### src/rtl/cpu_sequencer_pkg.sv
// Shared definitions for the instruction fetch/addressing sequencer:
// sequencer states, addressing modes and the default reset-vector address.
package cpu_sequencer_pkg;

    localparam logic [15:0] DEFAULT_RESET_VECTOR = 16'hFFFC;

    typedef enum logic [3:0] {
        VEC_LO,
        VEC_HI,
        FETCH_OP,
        DECODE_AM,
        OPR_LO,
        OPR_HI,
        PTR_LO,
        PTR_HI,
        ISSUE,
        WAIT_DONE
    } seq_state_t;

    typedef enum logic [3:0] {
        AM_IMP,
        AM_IMM,
        AM_REL,
        AM_ZPG,
        AM_ZPX,
        AM_ZPY,
        AM_ABS,
        AM_ABX,
        AM_ABY,
        AM_INX,
        AM_INY
    } addr_mode_t;

endpackage

### src/rtl/cpu_sequencer_am_classify.sv
// Combinational opcode -> addressing-mode classifier (6502-style bbb/cc grid).
module am_classify
    import cpu_sequencer_pkg::*;
(
    input  logic [7:0]  opcode,
    output addr_mode_t  mode
);

    logic [2:0] bbb;
    logic [1:0] cc;

    assign bbb = opcode[4:2];
    assign cc  = opcode[1:0];

    // Group cc=01 has a regular mode column; the other groups carry a few
    // opcode-specific exceptions (LDX/STX use Y as the index register).
    always_comb begin
        mode = AM_IMP;
        if (cc == 2'b01) begin
            case (bbb)
                3'b000:  mode = AM_INX;
                3'b001:  mode = AM_ZPG;
                3'b010:  mode = AM_IMM;
                3'b011:  mode = AM_ABS;
                3'b100:  mode = AM_INY;
                3'b101:  mode = AM_ZPX;
                3'b110:  mode = AM_ABY;
                default: mode = AM_ABX;
            endcase
        end else begin
            case (bbb)
                3'b000:  mode = opcode[7] ? AM_IMM : AM_IMP;
                3'b001:  mode = AM_ZPG;
                3'b010:  mode = AM_IMP;
                3'b011:  mode = AM_ABS;
                3'b100:  mode = AM_REL;
                3'b101:  mode = (opcode == 8'h96 || opcode == 8'hB6) ? AM_ZPY : AM_ZPX;
                3'b110:  mode = AM_IMP;
                default: mode = (opcode == 8'hBE) ? AM_ABY : AM_ABX;
            endcase
        end
    end

endmodule

### src/rtl/cpu_sequencer.sv
// Instruction sequencer: loads the PC from the reset vector, fetches opcodes
// and operand bytes over a single-outstanding read port, resolves the
// effective address and hands the instruction to the decoder.
module cpu_sequencer
    import cpu_sequencer_pkg::*;
#(
    parameter int                    ADDR_WIDTH   = 16,
    parameter int                    REG_WIDTH    = 8,
    parameter logic [ADDR_WIDTH-1:0] RESET_VECTOR = ADDR_WIDTH'(DEFAULT_RESET_VECTOR)
) (
    input  logic                  clk,
    input  logic                  reset_n,
    output logic                  mem_req,
    output logic [ADDR_WIDTH-1:0] mem_addr,
    input  logic                  mem_rvalid,
    input  logic [REG_WIDTH-1:0]  mem_rdata,
    input  logic [REG_WIDTH-1:0]  x_in,
    input  logic [REG_WIDTH-1:0]  y_in,
    output logic [REG_WIDTH-1:0]  instruction_out,
    output logic [REG_WIDTH-1:0]  operand,
    output logic [ADDR_WIDTH-1:0] eff_addr,
    output logic                  instruction_ready,
    input  logic                  instruction_done,
    input  logic                  pc_load,
    input  logic [ADDR_WIDTH-1:0] pc_load_val,
    output logic [ADDR_WIDTH-1:0] pc_out
);

    seq_state_t            state;
    addr_mode_t            am_mode;
    addr_mode_t            am_r;
    logic [ADDR_WIDTH-1:0] pc;
    logic [REG_WIDTH-1:0]  lo_byte;
    logic [REG_WIDTH-1:0]  zp_ptr;
    logic                  pc_pend;
    logic [ADDR_WIDTH-1:0] pc_pend_val;
    logic [ADDR_WIDTH-1:0] resume_pc;
    logic                  rd_done;

    // Zero-page address: the byte wraps within page 0.
    function automatic logic [ADDR_WIDTH-1:0] zp_addr(input logic [REG_WIDTH-1:0] b);
        zp_addr      = '0;
        zp_addr[7:0] = b[7:0];
    endfunction

    // Little-endian 16-bit word from two bytes.
    function automatic logic [ADDR_WIDTH-1:0] word(input logic [REG_WIDTH-1:0] hi,
                                                   input logic [REG_WIDTH-1:0] lo);
        word = ADDR_WIDTH'({hi, lo});
    endfunction

    // Index added to a full 16-bit base (no page-cross penalty).
    function automatic logic [ADDR_WIDTH-1:0] index_of(input addr_mode_t m,
                                                       input logic [REG_WIDTH-1:0] x,
                                                       input logic [REG_WIDTH-1:0] y);
        case (m)
            AM_ABX:         index_of = ADDR_WIDTH'(x);
            AM_ABY, AM_INY: index_of = ADDR_WIDTH'(y);
            default:        index_of = '0;
        endcase
    endfunction

    am_classify u_am_classify (
        .opcode (instruction_out[7:0]),
        .mode   (am_mode)
    );

    // A read completes only while it is actually outstanding, so a late
    // rvalid belonging to a read abandoned by reset is dropped.
    assign rd_done = mem_req && mem_rvalid;

    // A PC load in the completing cycle beats one remembered from earlier.
    assign resume_pc = pc_load ? pc_load_val : (pc_pend ? pc_pend_val : pc);

    assign pc_out = pc;

    // Main sequencer: state, PC, memory request and decoder-facing outputs.
    always_ff @(posedge clk) begin
        if (!reset_n) begin
            state             <= VEC_LO;
            pc                <= '0;
            mem_req           <= 1'b0;
            mem_addr          <= '0;
            instruction_ready <= 1'b0;
            instruction_out   <= '0;
            operand           <= '0;
            eff_addr          <= '0;
            am_r              <= AM_IMP;
            pc_pend           <= 1'b0;
            pc_pend_val       <= '0;
        end else begin
            case (state)
                VEC_LO: begin
                    if (!mem_req) begin
                        mem_req  <= 1'b1;
                        mem_addr <= RESET_VECTOR;
                    end else if (mem_rvalid) begin
                        lo_byte  <= mem_rdata;
                        mem_addr <= RESET_VECTOR + ADDR_WIDTH'(1);
                        state    <= VEC_HI;
                    end
                end
                VEC_HI: begin
                    if (rd_done) begin
                        pc       <= word(mem_rdata, lo_byte);
                        mem_addr <= word(mem_rdata, lo_byte);
                        state    <= FETCH_OP;
                    end
                end
                FETCH_OP: begin
                    if (rd_done) begin
                        instruction_out <= mem_rdata;
                        operand         <= '0;
                        eff_addr        <= '0;
                        pc              <= pc + ADDR_WIDTH'(1);
                        mem_req         <= 1'b0;
                        state           <= DECODE_AM;
                    end
                end
                DECODE_AM: begin
                    am_r <= am_mode;
                    if (am_mode == AM_IMP) begin
                        state <= ISSUE;
                    end else begin
                        mem_req  <= 1'b1;
                        mem_addr <= pc;
                        state    <= OPR_LO;
                    end
                end
                OPR_LO: begin
                    if (rd_done) begin
                        pc      <= pc + ADDR_WIDTH'(1);
                        lo_byte <= mem_rdata;
                        case (am_r)
                            AM_IMM, AM_REL: begin
                                operand <= mem_rdata;
                                mem_req <= 1'b0;
                                state   <= ISSUE;
                            end
                            AM_ZPG: begin
                                eff_addr <= zp_addr(mem_rdata);
                                mem_req  <= 1'b0;
                                state    <= ISSUE;
                            end
                            AM_ZPX: begin
                                eff_addr <= zp_addr(mem_rdata + x_in);
                                mem_req  <= 1'b0;
                                state    <= ISSUE;
                            end
                            AM_ZPY: begin
                                eff_addr <= zp_addr(mem_rdata + y_in);
                                mem_req  <= 1'b0;
                                state    <= ISSUE;
                            end
                            AM_ABS, AM_ABX, AM_ABY: begin
                                mem_addr <= pc + ADDR_WIDTH'(1);
                                state    <= OPR_HI;
                            end
                            AM_INX: begin
                                zp_ptr   <= mem_rdata + x_in;
                                mem_addr <= zp_addr(mem_rdata + x_in);
                                state    <= PTR_LO;
                            end
                            AM_INY: begin
                                zp_ptr   <= mem_rdata;
                                mem_addr <= zp_addr(mem_rdata);
                                state    <= PTR_LO;
                            end
                            default: begin
                                mem_req <= 1'b0;
                                state   <= ISSUE;
                            end
                        endcase
                    end
                end
                OPR_HI: begin
                    if (rd_done) begin
                        pc       <= pc + ADDR_WIDTH'(1);
                        eff_addr <= word(mem_rdata, lo_byte) + index_of(am_r, x_in, y_in);
                        mem_req  <= 1'b0;
                        state    <= ISSUE;
                    end
                end
                PTR_LO: begin
                    if (rd_done) begin
                        lo_byte  <= mem_rdata;
                        mem_addr <= zp_addr(zp_ptr + REG_WIDTH'(1));
                        state    <= PTR_HI;
                    end
                end
                PTR_HI: begin
                    if (rd_done) begin
                        eff_addr <= word(mem_rdata, lo_byte) + index_of(am_r, x_in, y_in);
                        mem_req  <= 1'b0;
                        state    <= ISSUE;
                    end
                end
                ISSUE: begin
                    instruction_ready <= 1'b1;
                    state             <= WAIT_DONE;
                end
                WAIT_DONE: begin
                    if (instruction_done) begin
                        instruction_ready <= 1'b0;
                        pc                <= resume_pc;
                        mem_addr          <= resume_pc;
                        mem_req           <= 1'b1;
                        pc_pend           <= 1'b0;
                        state             <= FETCH_OP;
                    end else if (pc_load) begin
                        pc_pend     <= 1'b1;
                        pc_pend_val <= pc_load_val;
                    end
                end
                default: begin
                    mem_req <= 1'b0;
                    state   <= VEC_LO;
                end
            endcase
        end
    end

endmodule

### config.mk
export PLATFORM = sky130hd
export DESIGN_NAME = cpu_sequencer
export DESIGN_NICKNAME = d
export VERILOG_FILES = /design/src/rtl/cpu_sequencer_pkg.sv /design/src/rtl/cpu_sequencer_am_classify.sv /design/src/rtl/cpu_sequencer.sv
export SDC_FILE = /design/constraint.sdc
export NUM_CORES = 1
export LEC_CHECK = 0
export CORE_MARGIN = 2
export CORE_UTILIZATION = 50
export DETAILED_ROUTE_END_ITERATION = 12
export GPL_ROUTABILITY_DRIVEN = 1
export PLACE_DENSITY_LB_ADDON = 0.08
export REMOVE_ABC_BUFFERS = 1
export SLEW_MARGIN = 5
export SYNTH_ARGS = -nofsm -noshare
export SYNTH_HDL_FRONTEND = slang
export SYNTH_HIERARCHICAL = 1
export SYNTH_SLANG_ARGS = --single-unit
### constraint.sdc
create_clock -name clk -period 2.8 [get_ports clk]
set_input_delay 0.42 -clock clk [delete_from_list [all_inputs] [get_ports clk]]
set_output_delay 0.42 -clock clk [all_outputs]
set_load 0.03 [all_outputs]
## Yosys cells after proc, flatten, opt, wreduce, memory -nomap -nowiden

Cells that the tools add are included.

- Bits in registers: 107
- Input bits: 45
- Output and inout bits: 66
- Word-level logic and storage cells: 166

- Add/subtract/negate cells: 6
- Equality and inequality tests: 48
- Mux-type cells: 61
- Bitwise gates (word level): 2
- Reductions and logical operators: 36

Operator list:

| kind | number |
|---|---|
| $mux W16 | 19 |
| $pmux W16 S3 | 3 |
| $pmux W16 S6 | 1 |
| $pmux W16 S4 | 1 |
| $pmux W8 S2 | 4 |
| $mux W8 | 6 |
| $mux W4 | 11 |
| $pmux W4 S9 | 1 |
| $add A16 B16 Y16 | 2 |
| $eq A4 B3 Y1 const B | 8 |
| $pmux W4 S7 | 1 |
| $eq A8 B8 Y1 const B | 3 |
| $pmux W4 S6 | 1 |
| $ne A2 B2 Y1 const B | 11 |
| $eq A4 B4 Y1 const B | 5 |
| $add A16 B1 Y16 const B | 1 |
| $add A8 B8 Y8 | 2 |
| $eq A4 B2 Y1 const B | 4 |
| $reduce_and A8 Y1 | 2 |
| $reduce_and A4 Y1 | 3 |
| $reduce_and A6 Y1 | 2 |
| $reduce_or A2 Y1 | 6 |
| $reduce_or A3 Y1 | 4 |
| $mux W1 | 10 |
| other kinds (26) | 42 |

## Logic depth before layout (Yosys ltp)

- Depth in word-level cells: 9
- Gate-level depth with buffers: 14
- Gate-level depth less buffers: 13

## By module

The synthesis kept the hierarchy.

By module, submodules not included:

| module | times used | cells each | area each (µm²) | sequential area each (µm²) |
|---|---|---|---|---|
| cpu_sequencer | 1 | 930 | 7225.7 | 2302.2 |
| am_classify | 1 | 23 | 150.1 | 0.0 |

## Worst setup path before layout

No wires, ideal clock.

- Path kind: register to register
- From: register am_r[2]
- To: register eff_addr[15]
- Library setup time: 0.125 ns
- Arrival time: 2.759 ns
- Required time: 2.675 ns
- Slack: -0.084 ns
- Cell stages (with the launch flop): 14
- Path buffers: 1
- Period minus slack after synthesis: 2.884 ns
- Cells stage by stage: dfxtp_1 > nand2b_1 > clkbuf_1 > nor2_1 > a22oi_1 > inv_1 > ha_1 > a21oi_1 > nor2b_1 > a311o_1 > a221o_1 > nand4_1 > xor2_1 > o21ai_0

- Word-level cells in the longest chain between the ends: 9
- Elaborated cells between the ends (all ways): 20
- Classes of those cells: 2 x add/sub; 7 x eq/ne; 9 x mux; 2 x reduce/logical

Ends and longest elaborated chain:

| element | RTL line | source |
|---|---|---|
| start: declaration | cpu_sequencer.sv:31 | `addr_mode_t am_r;` |
| start signal: assignment | cpu_sequencer.sv:121 | `am_r <= am_mode;` |
| $eq A4 B4 Y1 | cpu_sequencer.sv:56 | `case (m)` |
| $reduce_or A2 Y1 | cpu_sequencer.sv:56 |  |
| $pmux W8 S2 | cpu_sequencer.sv:56 |  |
| $mux W16 | cpu_sequencer.sv:177, cpu_sequencer.sv:192 |  |
| $mux W16 | cpu_sequencer.sv:92 | `case (state)` |
| $mux W16 | cpu_sequencer.sv:79 | `if (!reset_n) begin` |
| $add A16 B16 Y16 (on tied branches) | cpu_sequencer.sv:193, cpu_sequencer.sv:179 |  |
| $mux W16 (on tied branches) | cpu_sequencer.sv:192, cpu_sequencer.sv:177 |  |
| $pmux W16 S4 | cpu_sequencer.sv:92 |  |
| end signal: assignment | cpu_sequencer.sv:141 | `eff_addr <= zp_addr(mem_rdata);` |
| end signal: assignment | cpu_sequencer.sv:179 | `eff_addr <= word(mem_rdata, lo_byte) + index_of(am_r, x_in, y_in);` |
| end signal: assignment | cpu_sequencer.sv:193 | `eff_addr <= word(mem_rdata, lo_byte) + index_of(am_r, x_in, y_in);` |
| end: declaration | cpu_sequencer.sv:21 | `output logic [ADDR_WIDTH-1:0] eff_addr,` |

Several ways; a longest one is shown, not always the timed one. The select of a mux whose other input is x is not followed.
A chain may end at the register's enable or synchronous reset.

## Worst setup path in the final report

- From: register instruction_out[0]
- To: register mem_addr[6]

- Word-level cells in the longest chain between the ends: 8
- Elaborated cells between the ends (all ways): 12
- Classes of those cells: 5 x eq/ne; 4 x mux; 3 x reduce/logical

Ends and longest elaborated chain:

| element | RTL line | source |
|---|---|---|
| start: declaration | cpu_sequencer.sv:19 | `output logic [REG_WIDTH-1:0] instruction_out,` |
| start signal: assignment | cpu_sequencer.sv:112 | `instruction_out <= mem_rdata;` |
| $eq A8 B8 Y1 | cpu_sequencer_am_classify.sv:37 | `3'b101: mode = (opcode == 8'h96 \|\| opcode == 8'hB6) ? AM_ZPY : AM_ZPX;` |
| $logic_or A1 B1 Y1 | cpu_sequencer_am_classify.sv:37 |  |
| $mux W1 | cpu_sequencer_am_classify.sv:37 |  |
| $pmux W4 S6 | cpu_sequencer_am_classify.sv:31 | `case (bbb)` |
| $mux W4 * | cpu_sequencer_am_classify.sv:19 | `if (cc == 2'b01) begin` |
| named net am_mode[0] | cpu_sequencer.sv:30 | `addr_mode_t am_mode;` |
| $logic_not A4 Y1 * | cpu_sequencer.sv:122 | `if (am_mode == AM_IMP) begin` |
| $ne A2 B2 Y1 (no line) * | - |  |
| $reduce_and A8 Y1 (no line) * | - |  |
| end signal: assignment | cpu_sequencer.sv:126 | `mem_addr <= pc;` |
| end signal: assignment | cpu_sequencer.sv:156 | `mem_addr <= pc + ADDR_WIDTH'(1);` |
| end signal: assignment | cpu_sequencer.sv:161 | `mem_addr <= zp_addr(mem_rdata + x_in);` |
| end: declaration | cpu_sequencer.sv:14 | `output logic [ADDR_WIDTH-1:0] mem_addr,` |

The timed path passes the listed nets; every way through them passes the cells marked *.

==> run summary <==
outcome: completed
Die Y: 125 µm
fmax: 370 MHz
area post-placement: 9070 µm²
synthesized-area fraction occupied by xor and xnor cells: 0.0499
Slew HR: 0.552
area delta synth->final: 29.9%
Max Cap Viol: 0
final setup fails: 0
synth unique cells: 86
maximum single-stage delay on the critical path: 400 ps
DR vias: 7849
Arr. time, crit path: 2940 ps
Core Region: 14500 µm²
final hold vios: 0
mux cell area share after synthesis: 0.0434
Startpoint Class: flip-flop
Final Max Slew Viols: 0
total grt overflow: 0
crit end category: flip-flop
power per cell area: 390 nW/µm²
die width: 125 µm
Total Nets Final: 1170
hold_buf cts: 0
Async SR Flop Fraction: 0
DRC viols: 0
TritonCTS clock tree: done
Hold Crit Class: flip-flop to flip-flop
drt wl/cell: 18.8 µm
Initial Util: 0.509
gpl congestion: 0.975
number of global-route vias before repair: 7276
gr usage total: 0.303
Synth warnings: 6
Synth Instances: 953
Synth Flop Type: dfxtp_1
Worst Clk Skew: 15.2 ps
largest family of logic cells by synthesized area: compound AO/OA/AOI/OAI gates
Port Buf Inserts: 110
RSZ-0062 raised after global routing: true
Clk Latency, worst-skew pair: 360 ps
Max VDD drop: 0.256 mV
full die area: 15700 µm²
FF+latch count, synth: 107
static leakage: 3.50 nW
layout cell share with drive strength beyond 1: 0.140
area share of fa/ha/maj cells after synthesis: 0.0489
Cell Area, Synth: 7380 µm²
Worst EP required: 3030 ps
most frequent cells in the layout: nand2_1 (121), clkdlybuf4s50_1 (109), nor2_1 (98)
final instance area: 9580 µm²
Detailed Routing Iterations Pass 1: 5
Final min period: 2700 ps
Avg Cell Area, Syn: 7.74 µm²
hpwl dp: 17.8 mm
most common cell after layout, fill and taps aside: nand2_1
Compound-Gate Fraction of Synth Area: 0.268
Vias/cell: 6.10
Clock Pin Slew Worst Setup and Hold Paths: 70 ps
clk buf depth: 2
Routed WL: 24.2 mm
CP Class: flip-flop to flip-flop
Post-DRT Antenna Nets: 0
Num Clock Sinks: 107
htree depth: 3
Hold WS: 456 ps
antenna cells: 0
Root Driver: clkbuf_16
first-pass GRT wire length: 38.8 mm
Post-synth EDFFs: 16
sequential element share of the synthesized area: 0.312
critical path cell sequence: nand3b_1 -> o32a_1 -> a221oi_2 -> or4_4 -> o21ai_1 -> a211oi_2 -> o21a_2 -> o211ai_1 -> o221a_1
CTS Buf Count: 9
Tcrit/Tclk final: 0.965
Boundary Pins: 111
slowest cell on the critical path: o32a_1
DR iter-0 viols: 776
fillers: 1286
Simple-Gate Fraction of Synth Area: 0.228
pin count of the biggest net entering global routing: 44
peak fanout along the critical path: 5
initial antenna violation count: 0
std cell rows: 44
worst-margin pin slew: 669 ps
## layer usage
layer	vias to the layer above	part of all wire	global-route usage
met5	-	0	0
met4	0	0.030	0.102
met3	63	0.074	0.0471
met2	357	0.47	0.489
met1	3666	0.43	0.415
li1	3763	-	-
## critical path, delay by kind of cell, from the launching register on
family             cells  cell delay (ps)
and+or+nand+nor        2              450
AOI/OAI and AO/OA      7             1770
DFF                    1              350
## flip-flops by register name, indices dropped and copies added, names as in the netlist
name               flops
am_r                   4
eff_addr              16
instruction_out        8
instruction_ready      1
lo_byte                8
mem_addr              16
mem_req                1
operand                8
pc_out                16
pc_pend                1
pc_pend_val           16
state                  4
zp_ptr                 8
## power breakdown
group / total [mW] / internal (mW) / leakage, nW / switching [mW]
Combinational: 0.823 / 0.365 / 2.47 / 0.458
Clock: 1.25 / 0.661 / 0.144 / 0.585
Sequential: 1.67 / 1.61 / 0.886 / 0.0566
Total: 3.74 / 2.64 / 3.50 / 1.10
## logic make-up (layout without fill, tap and decap cells)
logic type               after synthesis  after routing
XOR/XNOR                              42             42
buffers and inverters                 86            236
AO/OA/AOI/OAI                        298            298
adder cells (fa/ha/maj)               27             27
flip-flops                           107            107
multiplexers                          32             32
AND/OR/NAND/NOR                      361            361
## Yosys cell counts, types with 22 or more instances
cell type,count,share of area
mux2i_1,32,0.043
nand3_1,42,0.028
xnor2_1,26,0.031
nor2_1,102,0.052
buf_2,22,0.015
o21ai_1,25,0.017
ha_1,24,0.041
dfxtp_1,91,0.25
clkbuf_1,41,0.021
o21ai_0,53,0.036
nand2_1,122,0.062
a21oi_1,80,0.054
## what timing repair did
action	in CTS	in global routing
setup buffers	3	5
resized for setup	6	34
pin swaps	2	16
setup endpoints to repair	2	26
## through the flow
stage	power, mW	setup TNS, ps	instances	setup WS, ps	util
after floorplan	2.11	-4470	883	-461	-
after global placement	2.50	-1650	1264	-190	0.626
after detailed placement	2.50	-2210	1264	-232	0.626
after CTS	3.74	0	1283	7.13	0.649
after global routing	3.90	-65.1	1287	-47.9	0.662
final	3.74	0	1287	98.1	0.662
## cell type report
type | instances | area, µm² | area share
Clock buffer | 12 | 256 | 0.0268
Sequential cell | 107 | 2310 | 0.241
Timing Repair Buffer | 204 | 1830 | 0.191
Inverter | 16 | 60.1 | 0.00627
Clock inverter | 4 | 31.3 | 0.00326
Tap cell | 184 | 230 | 0.0240
Multi-Input combinational cell | 760 | 4860 | 0.507
## final timing paths
path	cells past startpoint	slack, ps	startpoint	end
setup / recovery	9	100	instruction_out[0]	mem_addr[6]
hold / removal	2	460	operand[4]	operand[4]
setup reg to reg	9	100	instruction_out[0]	mem_addr[6]
hold reg to reg	2	460	operand[4]	operand[4]
Note: power is estimated with default switching activity, not from simulation.
==> variant, RTL diff (same settings) <==
The 10 states of `seq_state_t` get a one-hot encoding in 10 bits.
--- a/src/rtl/cpu_sequencer_pkg.sv
+++ b/src/rtl/cpu_sequencer_pkg.sv
@@ -4,17 +4,17 @@
 
     localparam logic [15:0] DEFAULT_RESET_VECTOR = 16'hFFFC;
 
-    typedef enum logic [3:0] {
-        VEC_LO,
-        VEC_HI,
-        FETCH_OP,
-        DECODE_AM,
-        OPR_LO,
-        OPR_HI,
-        PTR_LO,
-        PTR_HI,
-        ISSUE,
-        WAIT_DONE
+    typedef enum logic [9:0] {
+        VEC_LO    = 10'b0000000001,
+        VEC_HI    = 10'b0000000010,
+        FETCH_OP  = 10'b0000000100,
+        DECODE_AM = 10'b0000001000,
+        OPR_LO    = 10'b0000010000,
+        OPR_HI    = 10'b0000100000,
+        PTR_LO    = 10'b0001000000,
+        PTR_HI    = 10'b0010000000,
+        ISSUE     = 10'b0100000000,
+        WAIT_DONE = 10'b1000000000
     } seq_state_t;
 
     typedef enum logic [3:0] {
Check against the original RTL: same outputs for any inputs over 4 cycles, from zero or initial values and one cycle with reset_n low; so few cycles prove little.
==> variant against the original RTL <==
- worst setup slack worse by 0.043 ns
- sequential share of layout area is essentially flat
- worst hold slack worse by 0.0034 ns
- core utilization is 3.1 points higher
- synthesized area grew 1.0%
- cell area up 5.0%
- sequential cell count rose by 6
- wire length down 0.88%
- critical path type unchanged
- highest routed layer unchanged
Power is not compared: it rests on default switching activity, and its combinational part moved more than twofold at a synthesized area within 25%.
==> variant: results (changes against the original RTL) <==
==================================================================================
Outcome ............................................................. finished clean   unchanged
DR WL/cell ..........................................................      18.9 um   was 18.8 um
Final Cycle Share ...................................................        0.980   was 0.965
Setup slack of the most critical reg-to-reg path ....................      0.05 ns   was 0.1 ns
Largest fanout of any net on the critical path ......................           14   was 5
Area after DPL ......................................................   9300 sq um   was 9070 sq um
Multiplexer share of the synthesized area ...........................       0.0749   was 0.0434
WP data arrival .....................................................      3.07 ns   was 2.94 ns
First drt pass iteration count ......................................            6   was 5
Detailed Route WL ...................................................     24000 um   was 24200 um
Distinct cells, synth ...............................................           72   was 86
Share of final-layout standard cells stronger than drive strength 1 .        0.176   was 0.140
Number of buffers added by the clock tree synthesis step ............           17   was 9
Iter 0 DRT Violations ...............................................          818   was 776
Depth of the CTS H-tree .............................................            4   was 3
Number of placed instances, taps included ...........................         1233   was 1264
Number of instances in the synthesized netlist ......................          897   was 953
Clk_lat worst skew ..................................................      0.43 ns   was 0.36 ns
All-layer global routing usage ......................................        0.300   was 0.303
Final Wtd Congestion ................................................        0.951   was 0.975
Via density .........................................................         6.08   was 6.10
XOR/XNOR Fraction of Synth Area .....................................       0.0635   was 0.0499
Sequential area share after synthesis ...............................        0.325   was 0.312
Number of global-route vias before repair ...........................         7116   was 7276
Hpwl dp .............................................................     17300 um   was 17800 um
Setup WS pre-CTS ....................................................    -0.312 ns   was -0.232 ns
==================================================================================
-- variant: final timing paths --
kind	start	to	cells after the start
setup / recovery	state[5]	mem_addr[14]	9
hold / removal	operand[2]	operand[2]	2
setup reg to reg	state[5]	mem_addr[14]	9
hold reg to reg	operand[2]	operand[2]	2
-- variant: worst max-delay path, cell delays in order, from the launching register on --
cell and delay, ns:
sky130_fd_sc_hd__dfxtp_1 0.31, sky130_fd_sc_hd__buf_4 0.15, sky130_fd_sc_hd__nor4_1 0.52, sky130_fd_sc_hd__nand2_1 0.13, sky130_fd_sc_hd__a211oi_2 0.36, sky130_fd_sc_hd__a21oi_1 0.12, sky130_fd_sc_hd__nor4_4 0.45, sky130_fd_sc_hd__buf_12 0.21
sky130_fd_sc_hd__o2111ai_1 0.20, sky130_fd_sc_hd__o211a_1 0.19
-- variant: layout make-up --
| class | count | area, sq um |
|---|---|---|
| Sequential cell | 113 | 2430 |
| Multi-Input combinational cell | 702 | 4790 |
| Tap cell | 184 | 230 |
| Clock buffer | 18 | 429 |
| Clock inverter | 14 | 158 |
| Inverter | 17 | 63.8 |
| Timing Repair Buffer | 219 | 1970 |
| Fill cell | 1236 | 4470 |
-- variant: logic make-up (layout without fill, tap and decap cells) --
logic type	Yosys count	in the layout
AOI/OAI and AO/OA	246	246
xor gates and xnor gates	54	54
muxes	55	55
and+or+nand+nor	320	320
adders and majority gates	27	27
DFF	113	113
buffers and inverters	82	268
-- variant: metrics by stage --
step / power, W / util / hold slack (ns)
after floorplan: 0.00277 / - / 0.454
after global placement: 0.00348 / 0.640 / 0.442
after detailed placement: 0.00350 / 0.640 / 0.442
after CTS: 0.00565 / 0.682 / 0.454
after global routing: 0.00598 / 0.693 / 0.489
final: 0.00575 / 0.693 / 0.452
-- variant: per-layer routing --
layer / wire length [um] / vias up / global-route usage
met5: 0 / - / 0
met4: 580 / 0 / 0.103
met3: 2020 / 57 / 0.0540
met2: 10600 / 387 / 0.462
met1: 10700 / 3593 / 0.425
li1: - / 3662 / -
-- variant: report_power, final --
part | internal, W | leakage, nW | switching, W
clock network | 0.00132 | 0.285 | 0.000839
logic | 0.000729 | 2.58 | 0.000959
registers | 0.00179 | 0.934 | 0.000116
-- variant: timing repair --
action	CTS	global route
resized for setup	4	31
endpoints found under the setup margin	4	28
pin swaps	0	9
buffers inserted	0	1
cloned	0	1
